==> src/rtl/time_set_ctrl.sv <==
// rtl/time_set_ctrl.sv - run/set sequencing controller for the clock counter chain
// Generates the seconds tick, gates cascade carries and issues set-mode load strobes.
`timescale 1ns/1ps
module time_set_ctrl #(
  parameter int TICK_DIV  = 4,
  parameter int BLINK_DIV = 2
) (
  input  logic       clock,
  input  logic       reset_n,
  input  logic       btn_mode,
  input  logic       btn_inc,
  input  logic       carry_sec,
  input  logic       carry_min,
  input  logic [5:0] count_min,
  input  logic [4:0] count_hour,
  output logic       enable_sec,
  output logic       enable_min,
  output logic       enable_hour,
  output logic       clear_sec,
  output logic       load_min,
  output logic [5:0] data_min,
  output logic       load_hour,
  output logic [4:0] data_hour,
  output logic [1:0] set_mode,
  output logic       blink
);

  localparam int PW = (TICK_DIV > 1) ? $clog2(TICK_DIV) : 1;
  localparam int BW = (BLINK_DIV > 1) ? $clog2(BLINK_DIV) : 1;
  localparam logic [PW-1:0] PRESC_LAST = PW'(TICK_DIV - 1);
  localparam logic [BW-1:0] BLINK_LAST = BW'(BLINK_DIV - 1);

  typedef enum logic [1:0] {
    RUN      = 2'd0,
    SET_HOUR = 2'd1,
    SET_MIN  = 2'd2,
    ILLEGAL  = 2'd3
  } state_t;

  state_t        state;
  state_t        state_next;
  logic [PW-1:0] presc;
  logic [PW-1:0] blink_presc;
  logic [BW-1:0] blink_cnt;
  logic          in_run;
  logic          inc_evt;
  logic          set_tick;
  logic [5:0]    min_inc;
  logic [4:0]    hour_inc;

  always_ff @(posedge clock or negedge reset_n) begin
    if (!reset_n) begin
      state <= RUN;
    end else begin
      state <= state_next;
    end
  end

  always_comb begin
    state_next = state;
    case (state)
      RUN:      if (btn_mode) state_next = SET_HOUR;
      SET_HOUR: if (btn_mode) state_next = SET_MIN;
      SET_MIN:  if (btn_mode) state_next = RUN;
      default:  state_next = RUN;
    endcase
  end

  // Qualified by reset_n so the enables read 0 while reset is held, whatever the carries do.
  assign in_run      = (state == RUN) && reset_n;
  assign enable_sec  = in_run && (presc == PRESC_LAST);
  assign enable_min  = in_run && carry_sec;
  assign enable_hour = in_run && carry_sec && carry_min;
  assign set_mode    = state;

  assign inc_evt  = btn_inc && !btn_mode;
  assign min_inc  = (count_min  >= 6'd59) ? 6'd0 : count_min  + 6'd1;
  assign hour_inc = (count_hour >= 5'd23) ? 5'd0 : count_hour + 5'd1;
  assign set_tick = (blink_presc == PRESC_LAST);

  // Seconds prescaler only runs while staying in RUN, so every RUN entry restarts at 0.
  always_ff @(posedge clock or negedge reset_n) begin
    if (!reset_n) begin
      presc <= '0;
    end else if ((state == RUN) && (state_next == RUN)) begin
      presc <= (presc == PRESC_LAST) ? '0 : presc + 1'b1;
    end else begin
      presc <= '0;
    end
  end

  always_ff @(posedge clock or negedge reset_n) begin
    if (!reset_n) begin
      blink       <= 1'b0;
      blink_presc <= '0;
      blink_cnt   <= '0;
    end else if (state_next == RUN) begin
      blink       <= 1'b0;
      blink_presc <= '0;
      blink_cnt   <= '0;
    end else if (state_next != state) begin
      blink       <= 1'b1;
      blink_presc <= '0;
      blink_cnt   <= '0;
    end else begin
      blink_presc <= set_tick ? '0 : blink_presc + 1'b1;
      if (set_tick) begin
        if (blink_cnt == BLINK_LAST) begin
          blink_cnt <= '0;
          blink     <= ~blink;
        end else begin
          blink_cnt <= blink_cnt + 1'b1;
        end
      end
    end
  end

  always_ff @(posedge clock or negedge reset_n) begin
    if (!reset_n) begin
      load_hour <= 1'b0;
      data_hour <= '0;
      load_min  <= 1'b0;
      data_min  <= '0;
      clear_sec <= 1'b0;
    end else begin
      load_hour <= (state == SET_HOUR) && inc_evt;
      load_min  <= (state == SET_MIN) && inc_evt;
      clear_sec <= (state == SET_MIN) && btn_mode;
      if ((state == SET_HOUR) && inc_evt) data_hour <= hour_inc;
      if ((state == SET_MIN) && inc_evt)  data_min  <= min_inc;
    end
  end

endmodule

==> config.mk <==
export PLATFORM = sky130hd
export DESIGN_NAME = time_set_ctrl
export DESIGN_NICKNAME = d
export VERILOG_FILES = /design/src/rtl/time_set_ctrl.sv
export SDC_FILE = /design/constraint.sdc
export NUM_CORES = 1
export LEC_CHECK = 0
export BUFFER_PORTS_ARGS = -buffer_cell sky130_fd_sc_hd__buf_4
export CAP_MARGIN = 0
export CORE_ASPECT_RATIO = 0.9
export CORE_MARGIN = 2
export CORE_UTILIZATION = 53
export CTS_BUF_LIST = sky130_fd_sc_hd__clkbuf_16
export CTS_CLUSTER_DIAMETER = 80
export DETAILED_ROUTE_END_ITERATION = 16
export PLACE_DENSITY = 0.83
export REMOVE_ABC_BUFFERS = 1
export SLEW_MARGIN = 10
export SYNTH_ARGS = -nofsm -noshare
export SYNTH_HDL_FRONTEND = slang
export SYNTH_SLANG_ARGS = --single-unit
==> constraint.sdc <==
create_clock -name clock -period 2.4 [get_ports clock]
set_input_delay 0 -clock clock [delete_from_list [all_inputs] [get_ports clock]]
set_output_delay 0 -clock clock [all_outputs]
set_load 0.02 [all_outputs]
Word-level counts from Yosys, hierarchy flattened
Index checks and enable logic that the tools add are counted.

$add $sub $neg: 5. $mul: 0. Div/mod/pow operators: 0. Order comparisons: 2. Equality and inequality tests: 5. Shift-type cells: 0. Muxes and demuxes: 19. Bitwise logic cells: 1. Reductions and logical operators: 15.

Operators by type and width (number): 2-to-1 mux 2 bit (8); logical AND 1 bit (9); 2-to-1 mux 1 bit (8); adder 6 x 1 -> 6 bit (second input constant) (1); equality test 2 bit (second input constant) (3); >= comparator 6 bit (second input constant) (1); 2-to-1 mux 6 bit (1); one-hot mux 2 bit (3 select lines) (1); nonzero test 3 bit (2); adder 5 x 1 -> 5 bit (second input constant) (1); >= comparator 5 bit (second input constant) (1); 2-to-1 mux 5 bit (1); adder 2 x 1 -> 2 bit (second input constant) (2); zero test 2 bit (2); equality test 2 x 1 -> 1 bit (second input constant) (1); inequality test 2 bit (1); AND reduction 2 bit (1); adder 1 bit (second input constant) (1); zero test 1 bit (1); NOT 1 bit (1).

Bits in registers: 22. Latch bits: 0. Memory bits (writable): 0. Bits in read-only memories: 0. Output and inout bits: 20. Memories: 0.

Depth between registers and ports, before layout
Gate-level depths: netlist of the first run.

Depth in word-level cells: 5. Mapped depth: 6. Depth with buffers taken out: 4.

Worst setup path before layout of the first run
No wires, ideal clock.

Path type: register to output. From: register state[1], in the netlist set_mode[1]. To: output enable_sec. Data arrival time: 1.368 ns. Required time: 2.400 ns. Setup slack: 1.032 ns. Stages on the path, launching flop included: 3. Buffers on the path: 1. Path through: dfrtp_1 -> buf_2 -> nor4bb_1.

Word-level cells in the longest chain between the ends: 3.

RTL lines: start: declaration (line 40) `state_t state;`; start signal: assignment (line 55) `state <= state_next;`; zero test 2 bit (line 70) `assign in_run = (state == RUN) && reset_n;`; logical AND 1 bit (line 70); logical AND 1 bit (line 71) `assign enable_sec = in_run && (presc == PRESC_LAST);`; end: declaration (line 16) `output logic enable_sec,`.

Every way passes these cells.

Worst setup path after layout of the first run
From: register state[0], in the netlist set_mode[0]. To: register data_min[4].

Word-level cells in the longest chain between the ends: 2.

RTL lines: equality test 2 bit (line 130) `if ((state == SET_MIN) && inc_evt) data_min <= min_inc;`; logical AND 1 bit (line 130); end signal: assignment (line 130); end: declaration (line 21) `output logic [5:0] data_min,`.

Every way passes these cells. A chain may end at the register's enable or synchronous reset.

==> results of run 1 <==
-- cells in the mapped netlist --
master      n  area share [%]
dfrtp_1    22              49
nand2_1    13             4.4
nor2_1      6             2.0
o21ai_0     5             2.2
xnor2_1     5             3.9
ha_1        4             4.5
inv_1       4             1.3
o31ai_1     4             2.7
o21ai_2     3             2.4
xor2_1      3             2.4
a31oi_1     2             1.1
and3_1      2             1.1
buf_2       2            0.90
buf_6       2             2.0
nand2b_1    2             1.1
nand3_1     2            0.90
nand4bb_1   2             2.0
o211ai_1    2             1.3
o31ai_2     2             2.2
a211oi_1    1            0.67
a21boi_0    1            0.67
a21oi_1     1            0.45
and2_1      1            0.56
and3b_1     1            0.79
and4bb_2    1             1.1
clkinv_4    1            0.79
nand2b_4    1             1.2
nand4b_1    1            0.79
nor2_2      1            0.56
nor3_1      1            0.45
nor3_2      1            0.90
nor4bb_1    1            0.90
o2111a_1    1             1.0
o21ai_1     1            0.45
or3_1       1            0.56
-- worst paths after layout --
check	slack, ns	end	cells past startpoint	from
max	0.92	data_min[4]	4	set_mode[0]
min	0.02	data_min[5]	3	count_min[5]
max reg2reg	0.92	data_min[4]	4	set_mode[0]
min reg2reg	0.45	blink_presc[0]	1	blink_presc[0]
max in group asynchronous	1.99	set_mode[1]	2	reset_n
min in group asynchronous	0.18	blink	2	reset_n
-- cells in the final DEF, fill, tap and decap left out, types with 2 or more instances in the layout --
cell type and n:
a31oi_1 2, and3_1 2, buf_4 36, clkbuf_16 3
dfrtp_1 22, dlygate4sd3_1 4, ha_1 4, inv_1 4
nand2_1 13, nand2b_1 2, nand3_1 2, nand4bb_1 2
nor2_1 6, o211ai_1 2, o21ai_0 5, o21ai_2 3
o31ai_1 4, o31ai_2 2, xnor2_1 5, xor2_1 3
-- stage by stage --
stage / worst slack [ns] / std cells / utilization, % / instance area [sq um] / total power (uW)
3_3_place_gp: 0.977 / 160 / 70.8 / 1380 / 1280
2_1_floorplan: 1.01 / 99 / - / 1080 / 1000
3_5_place_dp: 0.929 / 160 / 70.8 / 1380 / 1290
5_1_grt: 0.777 / 168 / 76.9 / 1500 / 1740
4_1_cts: 0.913 / 168 / 76.9 / 1500 / 1650
6_report: 0.922 / 168 / 76.9 / 1500 / 1630
-- layout make-up --
type | instances | area, sq um
multi-input cells | 72 | 507
fillers | 142 | 450
clock buffers | 3 | 75.1
clock inverters | 1 | 3.75
well taps | 25 | 31.3
flip-flops and latches | 22 | 551
repair buffers | 40 | 310
inverters | 5 | 23.8
-- per-layer routing --
| metal | vias up | track usage, % | routed length [um] |
|---|---|---|---|
| met3 | 2 | 3.75 | 118 |
| met1 | 415 | 25.8 | 911 |
| met5 | - | 0 | 0 |
| li1 | 443 | - | - |
| met2 | 32 | 33.0 | 1050 |
| met4 | 0 | 6.15 | 9 |
-- worst register-to-register path, stage by stage, from the launching register on --
cell and delay [ns]:
dfrtp_1 0.49, nand4bb_1 0.52, clkinv_4 0.20, nor2_2 0.04, a31oi_1 0.15
-- power by group --
group	switching (uW)	leakage [uW]	internal (uW)
clock network	121	0.0000385	222
registers	113	0.000285	510
logic	359	0.000411	306
-- flip-flops by register name, summed over array words and instances (netlist names) --
name,cells
blink,1
blink_cnt,1
blink_presc,2
clear_sec,1
data_hour,5
data_min,6
load_hour,1
load_min,1
presc,2
set_mode,2
-- cell families after synthesis --
family / Yosys count / share of synthesized area [%]
xor+xnor: 8 / 6.29
compound gates: 23 / 15.3
buf+inv: 9 / 5.06
fa+ha+maj: 4 / 4.49
flops: 22 / 49.4
simple gates: 37 / 19.4
-- repair_timing --
item                      4_1_cts  5_1_grt
resized for setup               0        0
hold buffers                    4        0
hold endpoints to repair       25        0
==> out/results.ini, run 1 <==
[layout]
num_antenna_cells=0
fin_nets=165
area_growth_pct=34.8
layout-drive-gt1-share_pct=34.3

[floorplanning]
die_w_um=52.3
ioPinCount=37
die_height_um=47.5
row_count=15
dieArea_sq_um=2480
start_util_pct=57.1
core-area_sq_um=1950

[setup_path]
cp_top_family=simple AND/OR/NAND/NOR gates
cp-end-kind=flip-flop
crit_chain=nand4bb_1 -> clkinv_4 -> nor2_2 -> a31oi_1
arrival_ns=1.64
crit_type=reg2reg
startpoint_type=flip-flop
cp_slowest_cell=nand4bb_1
cp_slowest_stage_delay_ns=0.52
cp_max_fo=11
cp_data_required_time_ns=2.57
crit_buf_inv=1

[pwr]
power.leakage_uw=0.000734
vdd.ir_drop.worst_uv=643
p_per_area_nw_per_um2=1090

[timing]
maxSlewHeadroom_pct=69.1
tightest_slew_ns=0.460
fmax_mhz=677
finalCriticalPeriod_ns=1.48
rsz0062_at_grt=false
hold_violations=0
holdWs_ns=0.0246
final_max_slew_viol_count=0
setup-violations-final=0
finClkSkew_ns=0.00166
finalCritPeriodShare_pct=61.6
finalSetupTns_ns=0

[cts]
clock_latency_ns=0.25
cts_tree=built
cts_root_buf=clkbuf_16
cts_buffers=3
cts_buffer_depth=2
clkSinkCount=22
htreeDepth=1
cts_post_setup_buffers_inserted=0
clk_pin_slew_worst_paths_ns=0.06

[logic_synthesis]
ys_seq_area_share_pct=49.4
yosysUniqueCellTypes=35
ys_warn_count=0
synth_area_per_cell_sq_um=10.8
syn_area_sq_um=1110
netlist_instances=103
ys_ff_latch=22

[route]
drt_iter0_markers=19
firstDrtPassIters=4
via_per_inst=5.31
dr_total_vias=892
wl_um=2090
drc=0
ant_nets=0
wl_per_cell_um=12.4

[job]
maxCapViolCount=0

[worst_hold_path]
hold_path.class=in2reg

[global_route]
grt_usage_pct=19.5
grt_pass1_wl_um=3520
grt_max_degree=25
overflow=0
antenna_found_initial=0
grt_pass1_vias=814

[placement]
place_congestion=0.699
dp_hpwl_um=1540
port-buffer-count=36

[run_status]
status=finished, final reports clean

(Power assumes the default switching activity.)
==> run 2, diff against run 1 <==
- CORE_UTILIZATION: 53 -> 44
- PLACE_DENSITY: 0.83 -> 0.74
- clock period: 2.4 -> 1.35 ns (I/O delays scaled with it)
==> out/results.ini, run 2 (synthesized netlist as in run 1, its figures left out) <==
[run_status]
status=finished, final reports clean

[layout]
layout-drive-gt1-share_pct=41.2  ; +6.9 points
stdcell_count=181  ; +7.7%
fillers=210  ; +48%
fin_nets=175  ; +6.1%
largestRegisters=data_min (6), data_hour (5)
area_growth_pct=44.4
regMostFlops=data_min
num_antenna_cells=0  ; unchanged
layout_commonest_cell=buf_4
layout_common_cells=buf_4 (43), dfrtp_1 (22), nand2_1 (13)
largest_register_ffs=6  ; unchanged

[global_route]
overflow=0  ; unchanged
grt_usage_pct=18.1  ; -1.4 points
antenna_found_initial=0  ; unchanged
grt_pass1_wl_um=3950  ; +12%
grt_pass1_vias=898  ; +10%
grt_max_degree=14  ; -44%

[timing]
holdWs_ns=0.0219  ; -0.00268 ns
finalCriticalPeriod_ns=1.32
finClkSkew_ns=0.00294  ; +0.00128 ns
setup-violations-final=0  ; unchanged
final_max_slew_viol_count=0  ; unchanged
fmax_mhz=760
tightest_slew_ns=0.248  ; -0.212 ns
setup_ws_ns=0.0345  ; -0.888 ns
finalCritPeriodShare_pct=97.4
maxSlewHeadroom_pct=83.3  ; +14 points
hold_violations=0  ; unchanged
rsz0062_at_grt=true

[pwr]
power.leakage_uw=0.000789  ; +7.5%
p_per_area_nw_per_um2=1940  ; +79%
p_seq_share_pct=33.9  ; -4.3 points
p_total_uw=3120  ; +92%
power_frac_comb_pct=46.1  ; +5.3 points
power_frac_clock_pct=20.1  ; -0.9 points
vdd.ir_drop.worst_uv=1330  ; +110%
p_int_uw=2000  ; +92%
p_sw_share_pct=36.1  ; -0.22 points
switchingPower_uw=1130  ; +90%

[placement]
place_ws_ns=0.116  ; -0.814 ns
place_congestion=0.731  ; +4.6%
dp.cells=168  ; +5.0%
port-buffer-count=36  ; unchanged
dp_hpwl_um=1700  ; +11%

[route]
wl_per_cell_um=13.7  ; +10%
drc=0  ; unchanged
dr_total_vias=922  ; +3.4%
ant_nets=0  ; unchanged
via_per_inst=5.09  ; -4.1%
wl_um=2480  ; +19%
firstDrtPassIters=4  ; unchanged
drt_iter0_markers=24  ; +5

[cts]
cts_root_buf=clkbuf_16
clkSinkCount=22  ; unchanged
cts_buffer_depth=2  ; unchanged
htreeDepth=1  ; unchanged
clock_latency_ns=0.26  ; about the same
cts_tree=built
clk_pin_slew_worst_paths_ns=0.06  ; about the same
cts_buffers=3  ; unchanged

[setup_path]
crit_chain=buf_6 -> and4bb_2 -> and2_4 -> buf_6
cp-end-kind=output port
cp_slowest_stage_delay_ns=0.40  ; -0.12 ns
cp_data_required_time_ns=1.35  ; -1.22 ns
startpoint_type=flip-flop
crit_type=reg2out
crit_top_cell=buf_6
cp_slowest_cell=dfrtp_1
arrival_ns=1.32  ; -0.32 ns
cp_max_fo=5  ; -6

[floorplanning]
core-area_sq_um=2420  ; +24%
dieArea_sq_um=2950  ; +19%
row_count=17  ; +2
die_height_um=51.7  ; +8.9%
start_util_pct=45.9  ; -11 points
ioPinCount=37  ; unchanged
die_w_um=57.0  ; +9.0%

[worst_hold_path]
hold_path.class=in2reg

[job]
maxCapViolCount=0  ; unchanged

## run 2: power by group through the flow
stage	Sequential, uW	Clock, uW	Combinational [uW]
floorplan	1350	0	438
global placement	1060	0	1260
detailed placement	1070	0	1290
CTS	1050	639	1370
global route	1090	668	1560
finish	1060	627	1440
## run 2: path summary, 6_finish.rpt
kind                                end  cells after the start  slack (ns)          from
hold reg to reg                presc[0]                      1        0.47      presc[0]
min in group asynchronous   set_mode[0]                      2        0.12       reset_n
setup / recovery            enable_hour                      4        0.03   set_mode[0]
hold / removal              data_min[5]                      3        0.02  count_min[5]
setup reg to reg           data_hour[2]                      4        0.09   set_mode[1]
max in group asynchronous  data_hour[1]                      3        0.83       reset_n
## run 2: metal layers
layer / share of wire [%] / track usage [%] / vias to the layer above / wire length, um
met4: 1.5 / 7.75 / 0 / 36
met2: 53 / 31.2 / 25 / 1310
met3: 5.3 / 5.47 / 5 / 132
met5: 0 / 0 / - / 0
li1: - / - / 461 / -
met1: 40 / 20.8 / 431 / 1000
## run 2: area by class of cell
type                       count  area [sq um]  share of cell area [%]
inverter                       5          23.8                    1.48
timing repair buffer          50           397                    24.7
multi-input combinational     72           523                    32.5
tap                           28          35.0                    2.18
sequential                    22           551                    34.2
clock inverter                 1          3.75                   0.233
clock buffer                   3          75.1                    4.67
## run 2: timing repair
item / CTS / global route
pin swaps: 0 / 4
endpoints found under the hold margin: 25 / 0
endpoints found under the setup margin: 1 / 4
setup buffers: 2 / 3
hold buffers: 4 / 0
resized for setup: 1 / 6
## run 2: metrics by stage
step	setup TNS (ns)	cell area, sq um	util, %
4_1_cts	0	1560	64.4
2_1_floorplan	-0.179	1080	-
3_5_place_dp	0	1420	58.7
5_1_grt	-0.0480	1610	66.3
3_3_place_gp	0	1420	58.7
6_report	0	1610	66.3
## run 2: worst max-delay path: cells and delay by family, from the launching register on
family	cells	cell delay [ns]
AND/OR/NAND/NOR	2	0.43
flip-flops	1	0.40
buffers and inverters	2	0.23
